===== config.mk =====
export PLATFORM = sky130hd
export DESIGN_NAME = zero_unary_exec
export DESIGN_NICKNAME = d
export VERILOG_FILES = /design/src/rtl/zero_unary_exec.sv
export SDC_FILE = /design/constraint.sdc
export NUM_CORES = 1
export LEC_CHECK = 0
export ABC_AREA = 1
export CELL_PAD_IN_SITES_DETAIL_PLACEMENT = 1
export CELL_PAD_IN_SITES_GLOBAL_PLACEMENT = 2
export CORE_MARGIN = 2
export CORE_UTILIZATION = 45
export DETAILED_ROUTE_END_ITERATION = 8
export GPL_TIMING_DRIVEN = 0
export PLACE_DENSITY = 0.92
export SETUP_SLACK_MARGIN = 0.05
export SKIP_CTS_REPAIR_TIMING = 1
export SYNTH_ARGS = -nofsm -noshare
export SYNTH_HDL_FRONTEND = slang
export SYNTH_SLANG_ARGS = --single-unit
export TNS_END_PERCENT = 1

===== constraint.sdc =====
create_clock -name clock -period 5.2 [get_ports clock]
set_input_delay 1.56 -clock clock [delete_from_list [all_inputs] [get_ports clock]]
set_output_delay 1.56 -clock clock [all_outputs]
set_load 0.05 [all_outputs]

===== src/rtl/zero_unary_exec.sv =====
// rtl/zero_unary_exec.sv - clocked execution core for Zero unary test programs
// Optional step budget: define ZERO_STEP_LIMIT_EN (adds parameter MAXSTEPS).
module zero_unary_exec #(
    parameter int WIDTH  = 12,
    parameter int NLOCAL = 8,
    parameter int NPROG  = 16,
    parameter int NOUT   = 4
`ifdef ZERO_STEP_LIMIT_EN
    ,
    parameter int MAXSTEPS = 64
`endif
) (
    input  logic                                 clock,
    input  logic                                 reset,
    input  logic                                 prog_we,
    input  logic [$clog2(NPROG)-1:0]             prog_addr,
    input  logic [3+2*$clog2(NLOCAL)+WIDTH-1:0]  prog_data,
    input  logic                                 start,
    input  logic                                 in_valid,
    input  logic [WIDTH-1:0]                     in_data,
    output logic                                 in_ready,
    output logic                                 out_valid,
    output logic [WIDTH-1:0]                     out_data,
    input  logic                                 out_ready,
    output logic                                 busy,
    output logic                                 finished,
    output logic                                 fault,
    output logic [15:0]                          steps
);

    localparam int AW = $clog2(NLOCAL);
    localparam int PW = $clog2(NPROG);
    localparam int IW = 3 + 2 * AW + WIDTH;
    localparam int FW = $clog2(NOUT);
    localparam int CW = FW + 1;
    localparam logic [PW-1:0] IP_LAST   = PW'(NPROG - 1);
    localparam logic [CW-1:0] FIFO_FULL = CW'(NOUT);

    localparam logic [2:0] OP_HALT = 3'd0;
    localparam logic [2:0] OP_MOVI = 3'd1;
    localparam logic [2:0] OP_MOV  = 3'd2;
    localparam logic [2:0] OP_NOT  = 3'd3;
    localparam logic [2:0] OP_INV  = 3'd4;
    localparam logic [2:0] OP_OUT  = 3'd5;
    localparam logic [2:0] OP_IN   = 3'd6;
    localparam logic [2:0] OP_JNZ  = 3'd7;

    typedef enum logic [2:0] {
        S_IDLE, S_EXEC, S_OUT_WAIT, S_IN_WAIT, S_DONE
    } state_t;

    state_t          state_q, state_d;
    logic [PW-1:0]   ip_q, ip_d;
    logic [15:0]     steps_q, steps_d;
    logic            fault_q, fault_d;
    logic [FW-1:0]   wr_ptr_q, wr_ptr_d, rd_ptr_q, rd_ptr_d;
    logic [CW-1:0]   count_q, count_d;

    logic [IW-1:0]    prog_mem_q  [NPROG];
    logic [WIDTH-1:0] local_mem_q [NLOCAL];
    logic [WIDTH-1:0] fifo_mem_q  [NOUT];

    logic [IW-1:0]    instr;
    logic [2:0]       op;
    logic [AW-1:0]    dst, src;
    logic [WIDTH-1:0] imm, src_val;
    logic             lm_we, push, pop, can_push, retire, adv;
    logic [WIDTH-1:0] lm_wdata;

    assign instr   = prog_mem_q[ip_q];
    assign op      = instr[IW-1 -: 3];
    assign dst     = instr[IW-4 -: AW];
    assign src     = instr[WIDTH+AW-1 -: AW];
    assign imm     = instr[WIDTH-1:0];
    assign src_val = local_mem_q[src];

    assign out_valid = (count_q != '0);
    assign out_data  = out_valid ? fifo_mem_q[rd_ptr_q] : '0;
    assign pop       = out_valid && out_ready;
    // A pop in the same cycle frees the slot, so a full FIFO can still accept.
    assign can_push  = (count_q != FIFO_FULL) || pop;

    assign in_ready = ((state_q == S_EXEC) || (state_q == S_IN_WAIT)) && (op == OP_IN);
    assign busy     = (state_q != S_IDLE) && (state_q != S_DONE);
    assign finished = (state_q == S_DONE);
    assign fault    = fault_q;
    assign steps    = steps_q;

    always_comb begin
        state_d  = state_q;
        ip_d     = ip_q;
        steps_d  = steps_q;
        fault_d  = fault_q;
        lm_we    = 1'b0;
        lm_wdata = imm;
        push     = 1'b0;
        retire   = 1'b0;
        adv      = 1'b0;
        case (state_q)
            S_IDLE, S_DONE: begin
                if (start) begin
                    state_d = S_EXEC;
                    ip_d    = '0;
                    steps_d = '0;
                    fault_d = 1'b0;
                end
            end
            S_EXEC: begin
                case (op)
                    OP_HALT: begin
                        retire  = 1'b1;
                        state_d = S_DONE;
                    end
                    OP_MOVI: begin
                        lm_we = 1'b1; lm_wdata = imm; retire = 1'b1; adv = 1'b1;
                    end
                    OP_MOV: begin
                        lm_we = 1'b1; lm_wdata = src_val; retire = 1'b1; adv = 1'b1;
                    end
                    OP_NOT: begin
                        lm_we    = 1'b1;
                        lm_wdata = (src_val == '0) ? WIDTH'(1) : '0;
                        retire   = 1'b1;
                        adv      = 1'b1;
                    end
                    OP_INV: begin
                        lm_we = 1'b1; lm_wdata = ~src_val; retire = 1'b1; adv = 1'b1;
                    end
                    OP_OUT: begin
                        if (can_push) begin
                            push = 1'b1; retire = 1'b1; adv = 1'b1;
                        end else begin
                            state_d = S_OUT_WAIT;
                        end
                    end
                    OP_IN: begin
                        if (in_valid) begin
                            lm_we = 1'b1; lm_wdata = in_data; retire = 1'b1; adv = 1'b1;
                        end else begin
                            state_d = S_IN_WAIT;
                        end
                    end
                    default: begin
                        retire = 1'b1;
                        if (src_val != '0) ip_d = imm[PW-1:0];
                        else               adv  = 1'b1;
                    end
                endcase
            end
            S_IN_WAIT: begin
                if (in_valid) begin
                    lm_we    = 1'b1;
                    lm_wdata = in_data;
                    retire   = 1'b1;
                    adv      = 1'b1;
                    state_d  = S_EXEC;
                end
            end
            S_OUT_WAIT: begin
                // ip still points at the OUT; EXEC re-issues it next cycle.
                if (can_push) state_d = S_EXEC;
            end
            default: state_d = S_IDLE;
        endcase
        if (adv) begin
            if (ip_q == IP_LAST) state_d = S_DONE;
            else                 ip_d    = ip_q + PW'(1);
        end
        if (retire && (steps_q != 16'hFFFF)) steps_d = steps_q + 16'd1;
`ifdef ZERO_STEP_LIMIT_EN
        if (retire && (steps_d == 16'(MAXSTEPS)) && (state_d != S_DONE)) begin
            state_d = S_DONE;
            fault_d = 1'b1;
        end
`endif
    end

    always_comb begin
        wr_ptr_d = push ? wr_ptr_q + FW'(1) : wr_ptr_q;
        rd_ptr_d = pop  ? rd_ptr_q + FW'(1) : rd_ptr_q;
        count_d  = count_q + CW'(push) - CW'(pop);
    end

    always_ff @(posedge clock) begin
        if (reset) begin
            state_q  <= S_IDLE;
            ip_q     <= '0;
            steps_q  <= '0;
            fault_q  <= 1'b0;
            wr_ptr_q <= '0;
            rd_ptr_q <= '0;
            count_q  <= '0;
        end else begin
            state_q  <= state_d;
            ip_q     <= ip_d;
            steps_q  <= steps_d;
            fault_q  <= fault_d;
            wr_ptr_q <= wr_ptr_d;
            rd_ptr_q <= rd_ptr_d;
            count_q  <= count_d;
        end
    end

    // Program memory survives reset so a loaded program can be rerun.
    always_ff @(posedge clock) begin
        if (prog_we && ((state_q == S_IDLE) || (state_q == S_DONE)))
            prog_mem_q[prog_addr] <= prog_data;
    end

    always_ff @(posedge clock) begin
        if (reset) begin
            for (int i = 0; i < NLOCAL; i++) local_mem_q[i] <= '0;
        end else if (lm_we) begin
            local_mem_q[dst] <= lm_wdata;
        end
    end

    always_ff @(posedge clock) begin
        if (push) fifo_mem_q[wr_ptr_q] <= src_val;
    end

endmodule


==> flow_metrics.py <==
metrics = {
    "place": {
        "place_congestion": 0.853,
        "postPlaceCellArea_mm2": 0.0244,
        "hpwl_um": 47700,
        "port_buffers": 73,
        "dp_cells": 2820,
    },
    "timing": {
        "slew_violations": 0,
        "grt_setup_unrepaired": "false",
        "tightest_slew_ps": 1230,
        "max_freq_mhz": 200,
        "holdWs_ps": 475,
        "hold_viol_final": 0,
        "finClkSkew_ps": 26.1,
        "post-route-period-util": 0.962,
        "setup_viol": 0,
        "slew_headroom": 0.178,
        "period_needed_ps": 5000,
    },
    "global_routing": {
        "grt_pass1_vias": 17252,
        "grt-ovfl-total": 0,
        "antenna_found_initial": 0,
        "grt_usage": 0.273,
        "grt_pass1_wl_um": 106000,
        "grt_max_degree": 22,
    },
    "clocking": {
        "cts_sinks": 512,
        "path_clk_slew_ps": 60,
        "clk_path_buf_depth": 3,
        "cts_buffers": 53,
        "insertion_delay_ps": 630,
        "cts_tree": "done",
        "cts.root.buffer_cell": "clkbuf_16",
        "h-tree-depth": 2,
    },
    "floorplanning": {
        "die-area_mm2": 0.0520,
        "start_util": 0.453,
        "die_h_um": 228,
        "fp-row-count": 82,
        "io_pins": 76,
        "core_area_mm2": 0.0499,
        "fp.dieW_um": 228,
    },
    "yosys": {
        "ys_types": 48,
        "synth.avg_cell_area_um2": 10.9,
        "synth_ff_type": "edfxtp_1",
        "async_reset_ff_frac": 0,
        "synth_top_cell_by_area": "edfxtp_1",
        "synth-edff-count": 480,
        "synth.top_cell.area_share": 0.638,
        "synthTopCellsByArea": "edfxtp_1, nor2_1, nand2_1, o21ai_0, nand3_1",
        "netlist_instances": 2071,
        "synth-seq-cells": 512,
        "yosys_warnings": 0,
        "syn-num-nets": 2123,
        "syn-cell-area_mm2": 0.0226,
        "synth-seq-area-share": 0.667,
    },
    "hold_path": {
        "min_to": "rd_ptr_q[1]$_SDFFE_PP0P_",
        "whs_path_depth": 2,
        "min_path_type": "register to register",
        "hold_path_startpoint": "rd_ptr_q[1]$_SDFFE_PP0P_",
    },
    "worst_setup_path": {
        "arrival_ps": 3440,
        "crit_path_end_kind": "output port",
        "max_stage_delay_ps": 930,
        "startpoint_type": "register",
        "critPathRequiredTime_ps": 3640,
        "path_max_fanout": 10,
        "regToRegEndpoint": "local_mem_q[5][8]$_SDFFCE_PN0P_",
        "ff2ff_setup_slack_ps": 1050,
        "rr_worst_depth": 15,
        "worstSetupPathType": "register to output port",
        "r2r_start": "ip_q[0]$_SDFF_PP0_",
        "slowest_stage": "clkdlybuf4s50_1",
        "path_cells": "clkbuf_1 > clkbuf_1 > nor2_1 > nor2_1 > o21ai_0 > a21oi_1 > clkdlybuf4s50_1",
    },
    "final_layout": {
        "final_common_cell": "edfxtp_1",
        "mostFrequentLayoutCells": "edfxtp_1, nor2_1, nand2_1, o21ai_0, nand3_1",
        "num-nets-final": 2255,
        "area_growth_pct": 15.6,
        "finalInstanceArea_mm2": 0.0261,
        "drive_gt1_frac": 0.0962,
        "n_antenna_cell": 0,
        "layout.cells.non_filler": 2918,
        "final_util": 0.524,
    },
    "detailed_routing": {
        "top_layer": "met4",
        "wl_met2_um": 35200,
        "firstDrtPassIters": 5,
        "wl_met1_um": 29800,
        "drc": 0,
        "drt_iter0_drc": 1779,
        "wl_per_cell_um": 24.6,
        "drtAntennaViolNets": 0,
        "drt-total-wl_um": 71900,
        "wl_met3_um": 4380,
        "viasPerCell": 5.74,
        "num_vias": 16763,
    },
    "pwr": {
        "leakagePower_nw": 9.26,
        "ir_drop_v": 0.000339,
        "power_density_mw_per_mm2": 586,
    },
    "run_status": {
        "outcome": "completed",
    },
    "run": {
        "cap_violations": 0,
    },
}
==> area by class of cell <==
class	instances	area, µm²
multi-input combinational	1286	6380
buffer	118	684
sequential	512	15100
tap	672	841
inverter	155	593
clock inverter	36	375
fill	5369	23800
clock buffer	62	1360
timing repair buffer	77	828
==> kinds of logic (layout without fill, tap and decap cells) <==
logic type / Yosys count / after routing / share of synthesized area
buffers and inverters: 273 / 448 / 0.0564
xor gates and xnor gates: 4 / 4 / 0.00155
and+or+nand+nor: 910 / 910 / 0.175
adders and majority gates: 9 / 9 / 0.00532
other: 1 / 1 / 0.000166
DFF: 512 / 512 / 0.667
AOI/OAI and AO/OA: 362 / 362 / 0.0948
==> how the worst max path moves through the flow <==
stage | start | slack (ps) | end | depth (start not counted)
5_1_grt | register | 70 | out_data[0] | 7
4_1_cts | ip_q[3]$_SDFF_PP0_ | -370 | in_ready | 9
3_5_place_dp | ip_q[3]$_SDFF_PP0_ | 260 | in_ready | 9
6_report | register | 200 | out_data[0] | 7
3_3_place_gp | prog_we | -470 | prog_mem_q[15][7]$_DFFE_PP_ | 5
2_1_floorplan | ip_q[0]$_SDFF_PP0_ | 1470 | in_ready | 11
==> cells in the mapped netlist (9+ instances only) <==
master	number
edfxtp_1	480
nor2_1	354
nand2_1	309
o21ai_0	187
nand3_1	151
inv_1	144
clkbuf_1	53
a21oi_1	46
nand3b_1	45
o22ai_1	42
dfxtp_1	32
o221ai_1	27
buf_2	22
buf_4	20
o21ai_1	16
buf_6	15
nand2_2	14
nand4_1	13
a22o_1	11
a21oi_2	10
o211ai_1	9
==> metrics by stage <==
step	total power, W	worst slack, ps	TNS [ps]
finish	0.0153	197	0
global route	0.0160	69.7	0
CTS	0.0153	-366	-366
detailed placement	0.0114	264	0
global placement	0.0112	-471	-115050
floorplan	0.00907	1470	0
==> where the power goes <==
part	switching, W	internal [W]
Sequential	0.0000662	0.00487
Combinational	0.00479	0.00172
Clock	0.00167	0.00218
==> flip-flops by register name, summed over array words and instances (netlist names), named ones only <==
register	cells
rd_ptr_q	2
wr_ptr_q	2
ip_q	4
fifo_mem_q	48
prog_mem_q	336
local_mem_q	96
state_q	3
count_q	3
steps	16
==> critical path: cells and delay by family, from the launching register on <==
| kind | cells | cell delay [ps] |
|---|---|---|
| buffers and inverters | 3 | 1660 |
| AO/OA/AOI/OAI | 2 | 660 |
| flip-flops | 1 | 310 |
| AND/OR/NAND/NOR | 2 | 220 |
==> metal layers <==
metal / track usage / vias to the layer above
li1: - / 7505
met1: 0.358 / 8455
met2: 0.463 / 661
met3: 0.0351 / 142
met4: 0.106 / 0
met5: 0 / -
Power figures use the tool's default switching activity.
